File: config.mk
export PLATFORM = sky130hd
export DESIGN_NAME = uart_tx_stim
export DESIGN_NICKNAME = d
export VERILOG_FILES = /design/src/rtl/uart_pkg.sv /design/src/rtl/sync_fifo.sv /design/src/rtl/uart_tx_stim.sv
export SDC_FILE = /design/constraint.sdc
export NUM_CORES = 1
export LEC_CHECK = 0
export ABC_AREA = 1
export ABC_CLOCK_PERIOD_IN_PS = 3500
export CAP_MARGIN = 20
export CORE_MARGIN = 2
export CORE_UTILIZATION = 59
export DETAILED_ROUTE_END_ITERATION = 16
export GPL_ROUTABILITY_DRIVEN = 1
export PLACE_DENSITY = 0.79
export SYNTH_ARGS = -nofsm -noshare
export SYNTH_HDL_FRONTEND = slang
export SYNTH_SLANG_ARGS = --single-unit
File: constraint.sdc
create_clock -name sysclk -period 3.5 [get_ports sysclk]
set_clock_uncertainty 0.2 [all_clocks]
set_input_delay 0.35 -clock sysclk [delete_from_list [all_inputs] [get_ports sysclk]]
set_output_delay 0.35 -clock sysclk [all_outputs]
set_load 0.02 [all_outputs]
File: src/rtl/uart_pkg.sv
// Shared constants for the FIFO-fed UART transmitter.
// Holds the FSM state encoding and the parity mode selectors.
package uart_pkg;

    localparam logic [2:0] ST_IDLE  = 3'd0;
    localparam logic [2:0] ST_START = 3'd1;
    localparam logic [2:0] ST_DATA  = 3'd2;
    localparam logic [2:0] ST_PAR   = 3'd3;
    localparam logic [2:0] ST_STOP  = 3'd4;

    localparam int PARITY_NONE = 0;
    localparam int PARITY_ODD  = 1;
    localparam int PARITY_EVEN = 2;

endpackage

File: src/rtl/sync_fifo.sv
// Single-clock FIFO with power-of-two depth.
// Pointers carry one extra wrap bit so that full and empty can be told apart.
module sync_fifo #(
    parameter int WIDTH = 8,
    parameter int DEPTH = 4,
    localparam int AW   = $clog2(DEPTH)
) (
    input  logic             clk,
    input  logic             rst_n,
    input  logic             push,
    input  logic             pop,
    input  logic [WIDTH-1:0] din,
    output logic [WIDTH-1:0] dout,
    output logic             full,
    output logic             empty,
    output logic [AW:0]      level
);

    logic [WIDTH-1:0] mem_q [DEPTH];
    logic [AW:0]      wr_ptr_q;
    logic [AW:0]      rd_ptr_q;
    logic             do_push;
    logic             do_pop;

    assign level = wr_ptr_q - rd_ptr_q;
    assign full  = (level == (AW+1)'(DEPTH));
    assign empty = (level == '0);

    // A push while full is dropped, even when a pop happens on the same edge.
    assign do_push = push && !full;
    assign do_pop  = pop && !empty;
    assign dout    = mem_q[rd_ptr_q[AW-1:0]];

    always_ff @(posedge clk or negedge rst_n) begin
        if (!rst_n) begin
            wr_ptr_q <= '0;
            rd_ptr_q <= '0;
        end else begin
            if (do_push) wr_ptr_q <= wr_ptr_q + 1'b1;
            if (do_pop)  rd_ptr_q <= rd_ptr_q + 1'b1;
        end
    end

    always_ff @(posedge clk) begin
        if (do_push) mem_q[wr_ptr_q[AW-1:0]] <= din;
    end

endmodule

File: src/rtl/uart_tx_stim.sv
// UART transmitter fed from a small FIFO: frames are START, DATA (LSB first),
// optional parity, then one or two STOP bits, each bit CLK_DIV sysclk cycles.
import uart_pkg::*;

module uart_tx_stim #(
    parameter int CLK_DIV    = 4,
    parameter int DATA_BITS  = 8,
    parameter int PARITY     = 0,
    parameter int STOP_BITS  = 1,
    parameter int FIFO_DEPTH = 4,
    localparam int LW        = $clog2(FIFO_DEPTH) + 1
) (
    input  logic                 sysclk,
    input  logic                 reset,
    input  logic                 wr_en,
    input  logic [DATA_BITS-1:0] wr_data,
    output logic                 full,
    output logic [LW-1:0]        level,
    output logic                 overflow,
    output logic                 busy,
    output logic                 tx,
    output logic [2:0]           dbg_state_o
);

    localparam logic [15:0] BIT_RELOAD = 16'(CLK_DIV - 1);
    localparam logic [3:0]  DATA_LAST  = 4'(DATA_BITS - 1);
    localparam logic        STOP_LAST  = 1'(STOP_BITS - 1);

    logic [2:0]           state_q, state_d;
    logic [15:0]          timer_q, timer_d;
    logic [DATA_BITS-1:0] shift_q, shift_d;
    logic [3:0]           bit_cnt_q, bit_cnt_d;
    logic                 stop_cnt_q, stop_cnt_d;
    logic                 par_q, par_d;
    logic                 tx_q, tx_d;
    logic                 overflow_q;
    logic                 load_frame;
    logic                 fifo_pop;
    logic                 fifo_empty;
    logic                 fifo_full;
    logic [DATA_BITS-1:0] fifo_dout;

    sync_fifo #(
        .WIDTH (DATA_BITS),
        .DEPTH (FIFO_DEPTH)
    ) u_fifo (
        .clk   (sysclk),
        .rst_n (reset),
        .push  (wr_en),
        .pop   (fifo_pop),
        .din   (wr_data),
        .dout  (fifo_dout),
        .full  (fifo_full),
        .empty (fifo_empty),
        .level (level)
    );

    always_comb begin
        state_d    = state_q;
        timer_d    = timer_q;
        shift_d    = shift_q;
        bit_cnt_d  = bit_cnt_q;
        stop_cnt_d = stop_cnt_q;
        par_d      = par_q;
        tx_d       = tx_q;
        load_frame = 1'b0;
        fifo_pop   = 1'b0;
        case (state_q)
            ST_IDLE: begin
                timer_d = '0;
                tx_d    = 1'b1;
                if (!fifo_empty) load_frame = 1'b1;
            end
            ST_START: begin
                if (timer_q == '0) begin
                    state_d   = ST_DATA;
                    timer_d   = BIT_RELOAD;
                    tx_d      = shift_q[0];
                    shift_d   = shift_q >> 1;
                    bit_cnt_d = '0;
                end else begin
                    timer_d = timer_q - 1'b1;
                end
            end
            ST_DATA: begin
                if (timer_q == '0) begin
                    timer_d = BIT_RELOAD;
                    if (bit_cnt_q != DATA_LAST) begin
                        bit_cnt_d = bit_cnt_q + 1'b1;
                        tx_d      = shift_q[0];
                        shift_d   = shift_q >> 1;
                    end else if (PARITY != PARITY_NONE) begin
                        state_d = ST_PAR;
                        tx_d    = par_q;
                    end else begin
                        state_d    = ST_STOP;
                        tx_d       = 1'b1;
                        stop_cnt_d = 1'b0;
                    end
                end else begin
                    timer_d = timer_q - 1'b1;
                end
            end
            ST_PAR: begin
                if (timer_q == '0) begin
                    state_d    = ST_STOP;
                    timer_d    = BIT_RELOAD;
                    tx_d       = 1'b1;
                    stop_cnt_d = 1'b0;
                end else begin
                    timer_d = timer_q - 1'b1;
                end
            end
            ST_STOP: begin
                if (timer_q != '0) begin
                    timer_d = timer_q - 1'b1;
                end else if (stop_cnt_q != STOP_LAST) begin
                    stop_cnt_d = stop_cnt_q + 1'b1;
                    timer_d    = BIT_RELOAD;
                end else if (!fifo_empty) begin
                    load_frame = 1'b1;
                end else begin
                    state_d = ST_IDLE;
                    timer_d = '0;
                    tx_d    = 1'b1;
                end
            end
            default: begin
                state_d = ST_IDLE;
                timer_d = '0;
                tx_d    = 1'b1;
            end
        endcase
        // Popping straight into START from STOP keeps back-to-back frames gapless.
        if (load_frame) begin
            fifo_pop = 1'b1;
            shift_d  = fifo_dout;
            par_d    = (PARITY == PARITY_ODD) ? ~(^fifo_dout) : ^fifo_dout;
            state_d  = ST_START;
            timer_d  = BIT_RELOAD;
            tx_d     = 1'b0;
        end
    end

    always_ff @(posedge sysclk or negedge reset) begin
        if (!reset) begin
            state_q    <= ST_IDLE;
            timer_q    <= '0;
            shift_q    <= '0;
            bit_cnt_q  <= '0;
            stop_cnt_q <= 1'b0;
            par_q      <= 1'b0;
            tx_q       <= 1'b1;
            overflow_q <= 1'b0;
        end else begin
            state_q    <= state_d;
            timer_q    <= timer_d;
            shift_q    <= shift_d;
            bit_cnt_q  <= bit_cnt_d;
            stop_cnt_q <= stop_cnt_d;
            par_q      <= par_d;
            tx_q       <= tx_d;
            overflow_q <= overflow_q | (wr_en & fifo_full);
        end
    end

    assign full        = fifo_full;
    assign overflow    = overflow_q;
    assign busy        = (state_q != ST_IDLE);
    assign tx          = tx_q;
    assign dbg_state_o = state_q;

endmodule
======== Word-level counts from Yosys, hierarchy flattened ========
Memories as Yosys holds them, arrays and structs flattened.
Cells that the tools add are included.
cells by class
  bitwise operators ....................... 2
  equality and inequality tests ........... 22
  multiplexer cells ....................... 46
  add/subtract/negate cells ............... 6
  reduce and logical (&&, ||, !) cells .... 18
operators with widths
  operator               number
  $mux 16                5
  $mux 8                 4
  $pmux 16 s2            1
  $mux 3                 8
  $ne 3x3->1 const B     8
  $mux 1                 19
  $logic_not 16->1       1
  $pmux 8 s2             1
  $reduce_bool 16->1     1
  $sub 16x1->16 const B  1
  $pmux 3 s5             1
  $ne 2x2->1 const B     7
  $mux 4                 3
  $reduce_bool 3->1      3
  $pmux 4 s2             1
  $reduce_and 4->1       2
  $reduce_and 8->1       1
  $add 3x1->3 const B    2
  $eq 3x2->1 const B     2
  $eq 3x3->1 const B     2
  $logic_not 3->1        2
  $reduce_and 6->1       1
  $ne 5x5->1 const B     1
  $reduce_and 5->1       1
  14 further kinds       16
storage, ports and cells
  bits in registers ....................... 40
  word-level logic and storage cells ...... 104
  RAM bits ................................ 32
  output and inout bits ................... 10
  bits of input ports ..................... 11
  memories kept ........................... 1
memories
  name          words  bits a word  read ports  clocked after Yosys merged registers in  wr ports  RTL line         RTL
  u_fifo.mem_q  4      8            1           0                                        1         sync_fifo.sv:19  logic [WIDTH-1:0] mem_q [DEPTH];

======== Longest topological paths before layout ========
  depth after elaboration ................. 8
  mapped depth ............................ 12
  depth with buffers taken out ............ 12

======== Modules after synthesis ========
From an unflattened synthesis, not the netlist that was laid out.
second synthesis, totals
  cells, all modules ...................... 388
  area total of the unflattened synthesis .. 3,623.5 um^2
modules (own cells, without submodules)
  module        seq. area each (um^2)  area an instance (um^2)  cells an instance  times used
  uart_tx_stim  827.0                  1,920.6                  242                1
  sync_fifo     1,111.1                1,702.9                  146                1

======== Least setup slack after synthesis ========
No wires, ideal clock.
  path kind ............................... register to register
  start ................................... register u_fifo.wr_ptr_q[0]
  end ..................................... memory u_fifo.mem_q[3][0], enable pin
  setup slack ............................. 0.982 ns
  clock period less this slack ............ 2.518 ns
  library setup time ...................... 0.375 ns
  required time ........................... 2.925 ns
  buffers on the path ..................... 0
  data arrival time ....................... 1.943 ns
  cell stages (with the launch flop) ...... 9
  cell sequence ........................... dfrtp_1 -> inv_1 -> ha_1 -> fa_1 -> nand3_1 -> nand2_1 -> nand2_1 -> nand2_2 -> nor2_1
between the ends
  longest elaborated chain between the ends .. 6
RTL lines
  what                          RTL line            RTL
  from (decl)                   sync_fifo.sv:20     logic [AW:0] wr_ptr_q;
  from (signal assigned)        sync_fifo.sv:39     if (do_push) wr_ptr_q <= wr_ptr_q + 1'b1;
  $sub 3x3->3                   sync_fifo.sv:25     assign level = wr_ptr_q - rd_ptr_q;
  net level[2]                  uart_tx_stim.sv:18  output logic [LW-1:0] level,
  $eq 3x3->1                    sync_fifo.sv:26     assign full = (level == (AW+1)'(DEPTH));
  $logic_not 1->1               sync_fifo.sv:30     assign do_push = push && !full;
  $logic_and 1x1->1             sync_fifo.sv:30
  $mux 1                        sync_fifo.sv:45     if (do_push) mem_q[wr_ptr_q[AW-1:0]] <= din;
  $mux 1 (not written as such)  sync_fifo.sv:45
  to (decl)                     sync_fifo.sv:19
The timed path passes the listed nets, and every way through them passes these cells.

======== Worst setup path after layout ========
  start ................................... register u_fifo.rd_ptr_q[0]
  end ..................................... output full
between the ends
  longest elaborated chain between the ends .. 2
RTL lines
  what                    RTL line            RTL
  from (decl)             sync_fifo.sv:21     logic [AW:0] rd_ptr_q;
  from (signal assigned)  sync_fifo.sv:40     if (do_pop) rd_ptr_q <= rd_ptr_q + 1'b1;
  $sub 3x3->3             sync_fifo.sv:25
  $eq 3x3->1              sync_fifo.sv:26
  to (decl)               uart_tx_stim.sv:17  output logic full,
Every way passes these cells.

==> metrics.csv <==
stage,metric,value,unit
outcome,outcome,"finished, final reports clean",
critical_path,crit_slowest_cell,clkdlybuf4s50_1,
critical_path,crit_chain,"ha_1, fa_1, nand2_1, inv_1, nand2_1, inv_1, clkdlybuf4s50_1",
synth,yosys-top-cells-count,"nand2_1, inv_1, nor2_1",
placed_design,placed_area,3770,sq um
power_and_ir_drop,peakVddDrop,0.000448,V
clock_network,clkTransAtPathRegs,80,ps
clock_network,clock-root-buffer,clkbuf_8,
clock_network,cts_tree,done,
timing,drv_slew,0,
flow_run,drv_cap,0,
clock_network,cts_hold_repair.buffers,1,
timing,slew_headroom,0.417,
power_and_ir_drop,leakagePower,1.77,nW
synth,synth_cells,368,
timing,setup_viol,0,
timing,fin_crit_sh,0.911,
critical_path,max_stage_delay,590,ps
critical_path,r2r-start,u_fifo.rd_ptr_q[0]$_DFFE_PN0P_,
clock_network,cts_buffers,9,
synth,ys_ff_latch,71,
final_layout,seq_area,1940,sq um
clock_network,clkLatencyLatePin,350,ps
global_route,antenna_found_initial,0,
global_route,grt_pass1_vias,2350,
global_route,grt_first_pass_wirelength,10000,um
synth,yosysTopAreaCell,edfxtp_1,
final_layout,nets,414,
placed_design,dp.final_hpwl,4320,um
synth,syn_area_per_cell,9.58,sq um
placed_design,io_buffers,20,
detailed_routing,initialDrtViolationCount,138,
critical_path,crit_buf_inv,3,
timing,max_freq,0.314,GHz
final_layout,fin_util,0.678,
critical_path,worstPathMaxFanout,20,
clock_network,clock-sinks,71,
detailed_routing,dr.pass1.iters,4,
detailed_routing,viasPerCell,5.15,
synth,synth.distinct_cells,31,
timing,fin_crit,3190,ps
critical_path,worstPathArrival,2640,ps
die,die_area,6610,sq um
final_layout,antennaDiodeCount,0,
synth,yosys_warnings,0,
timing,setup_tns,0,ps
critical_path,rrSetupSlack,710,ps
die,core,5850,sq um
critical_path,crit_start,u_fifo.rd_ptr_q[0]$_DFFE_PN0P_,
final_layout,final_cell_area,3970,sq um
power_and_ir_drop,powerDensity,931,nW/um^2
final_layout,area_delta_synth_final,12.5,%
power_and_ir_drop,p_total,3.69,mW
global_route,grt_use_total,0.204,
timing,rsz0062_at_grt,no,
die,die_h,81.3,um
global_route,grt_max_degree,40,
clock_network,post_cts_buffers,0,
detailed_routing,drt_wl_total,6040,um
detailed_routing,wl_per_cell,12.7,um
detailed_routing,vias,2443,
die,die_x,81.3,um
synth,synth-edff-count,32,
clock_network,htreeDepth,3,
synth,syn_nets,388,
synth,ys_seq_area_frac,0.550,
timing,hold_viol,0,
synth,yosysMostFrequentCell,nand2_1,
synth,synth_ff_type,dfrtp_1,
critical_path,startpoint_type,flop,
critical_path,critical_path_class,reg2out,
placed_design,place_congestion,0.854,
critical_path,cp.required,2950,ps
clock_network,ctsResizeCount,0,
detailed_routing,antenna_left,0,
global_route,grt_overflow,0,
timing,worstMarginPinSlew,875,ps
critical_path,critPathTopFamily,adder cells,
synth,netlist_area,3530,sq um
die,rows,28,
worst_hold_path,hp-class,reg2reg,
synth,async_flop_share,0.549,
timing,fin_hold_ws,274,ps
detailed_routing,drcViolationCount,0,
die,start_util,0.603,
clock_network,clockBufferDepth,2,
synth,synth_top_cells_by_area,"edfxtp_1, dfrtp_1, nand2_1",
final_layout,fillers,440,
synth,yosysTopAreaCellShare,0.273,
final_layout,multi_input_area,1340,sq um
die,boundaryPins,21,
critical_path,end_kind,primary output,
final_layout,drive_gt1_frac,0.158,
worst_hold_path,min_from,overflow$_DFF_PN0_,
[state kept, by name (all words and copies together), names as in the netlist]
name	cells
u_fifo.mem_q	32
timer_q	16
shift_q	8
bit_cnt_q	4
dbg_state_o	3
u_fifo.rd_ptr_q	3
u_fifo.wr_ptr_q	3
overflow	1
tx	1
[area by class of cell]
type | count | area share
multi-input combinational | 237 | 0.337
timing repair buffer | 22 | 0.0536
clock inverter | 7 | 0.0158
tap | 75 | 0.0237
clock buffer | 9 | 0.0312
inverter | 53 | 0.0502
sequential | 71 | 0.489
[power by group]
part,internal [mW],switching (mW)
Sequential,1.16,0.188
Clock,0.272,0.347
Combinational,0.639,1.09
[cells by family (layout without fill, tap and decap cells)]
family / count (synthesis) / in the layout / synth area share
DFF: 71 / 71 / 0.550
buffers and inverters: 60 / 91 / 0.0717
AOI/OAI and AO/OA: 42 / 42 / 0.0649
and+or+nand+nor: 175 / 175 / 0.252
adders and majority gates: 9 / 9 / 0.0341
xor gates and xnor gates: 11 / 11 / 0.0273
[cell usage in the layout, fill, tap and decap left out, types with 2 or more instances in the layout]
cell,netlist,routed
a21oi_1,7,7
clkbuf_8,0,9
clkdlybuf4s50_1,0,19
clkinv_4,0,2
dfrtp_1,38,38
edfxtp_1,32,32
ha_1,8,8
inv_1,47,47
inv_2,6,6
inv_6,0,3
nand2_1,65,65
nand2_2,7,7
nand3_1,18,18
nand3_2,15,15
nor2_1,46,46
nor2_2,5,5
nor2_4,4,4
nor3_1,9,9
o211ai_1,2,2
o21ai_0,22,22
o21ai_1,2,2
o22ai_1,8,8
or2_2,2,2
xor2_1,11,11
[final timing paths]
kind	to	depth (start not counted)
setup / recovery	full	7
min in group asynchronous	timer_q[9]$_DFFE_PN0P_	2
max in group asynchronous	timer_q[7]$_DFFE_PN0P_	2
hold reg to reg	overflow$_DFF_PN0_	1
setup reg to reg	u_fifo.mem_q[1][0]$_DFFE_PP_	7
hold / removal	overflow$_DFF_PN0_	1
[worst reg2reg max path, delay by kind of cell, from the launching register on]
family	cells	cell delay (ps)
simple gates	4	820
fa+ha+maj	2	690
flops	1	670
buf+inv	1	60
[metrics by stage]
step	setup slack (ps)	std cells
floorplan	982	368
global placement	749	457
detailed placement	680	457
CTS	303	474
global route	186	474
finish	313	474
[metal layers]
layer / vias up / track usage / share of wire
li1: 1252 / - / -
met1: 1136 / 0.244 / 0.46
met2: 46 / 0.351 / 0.49
met3: 9 / 0.0389 / 0.033
met4: 0 / 0.0983 / 0.016
met5: - / 0 / 0
Note: power is estimated with default switching activity, not from simulation.
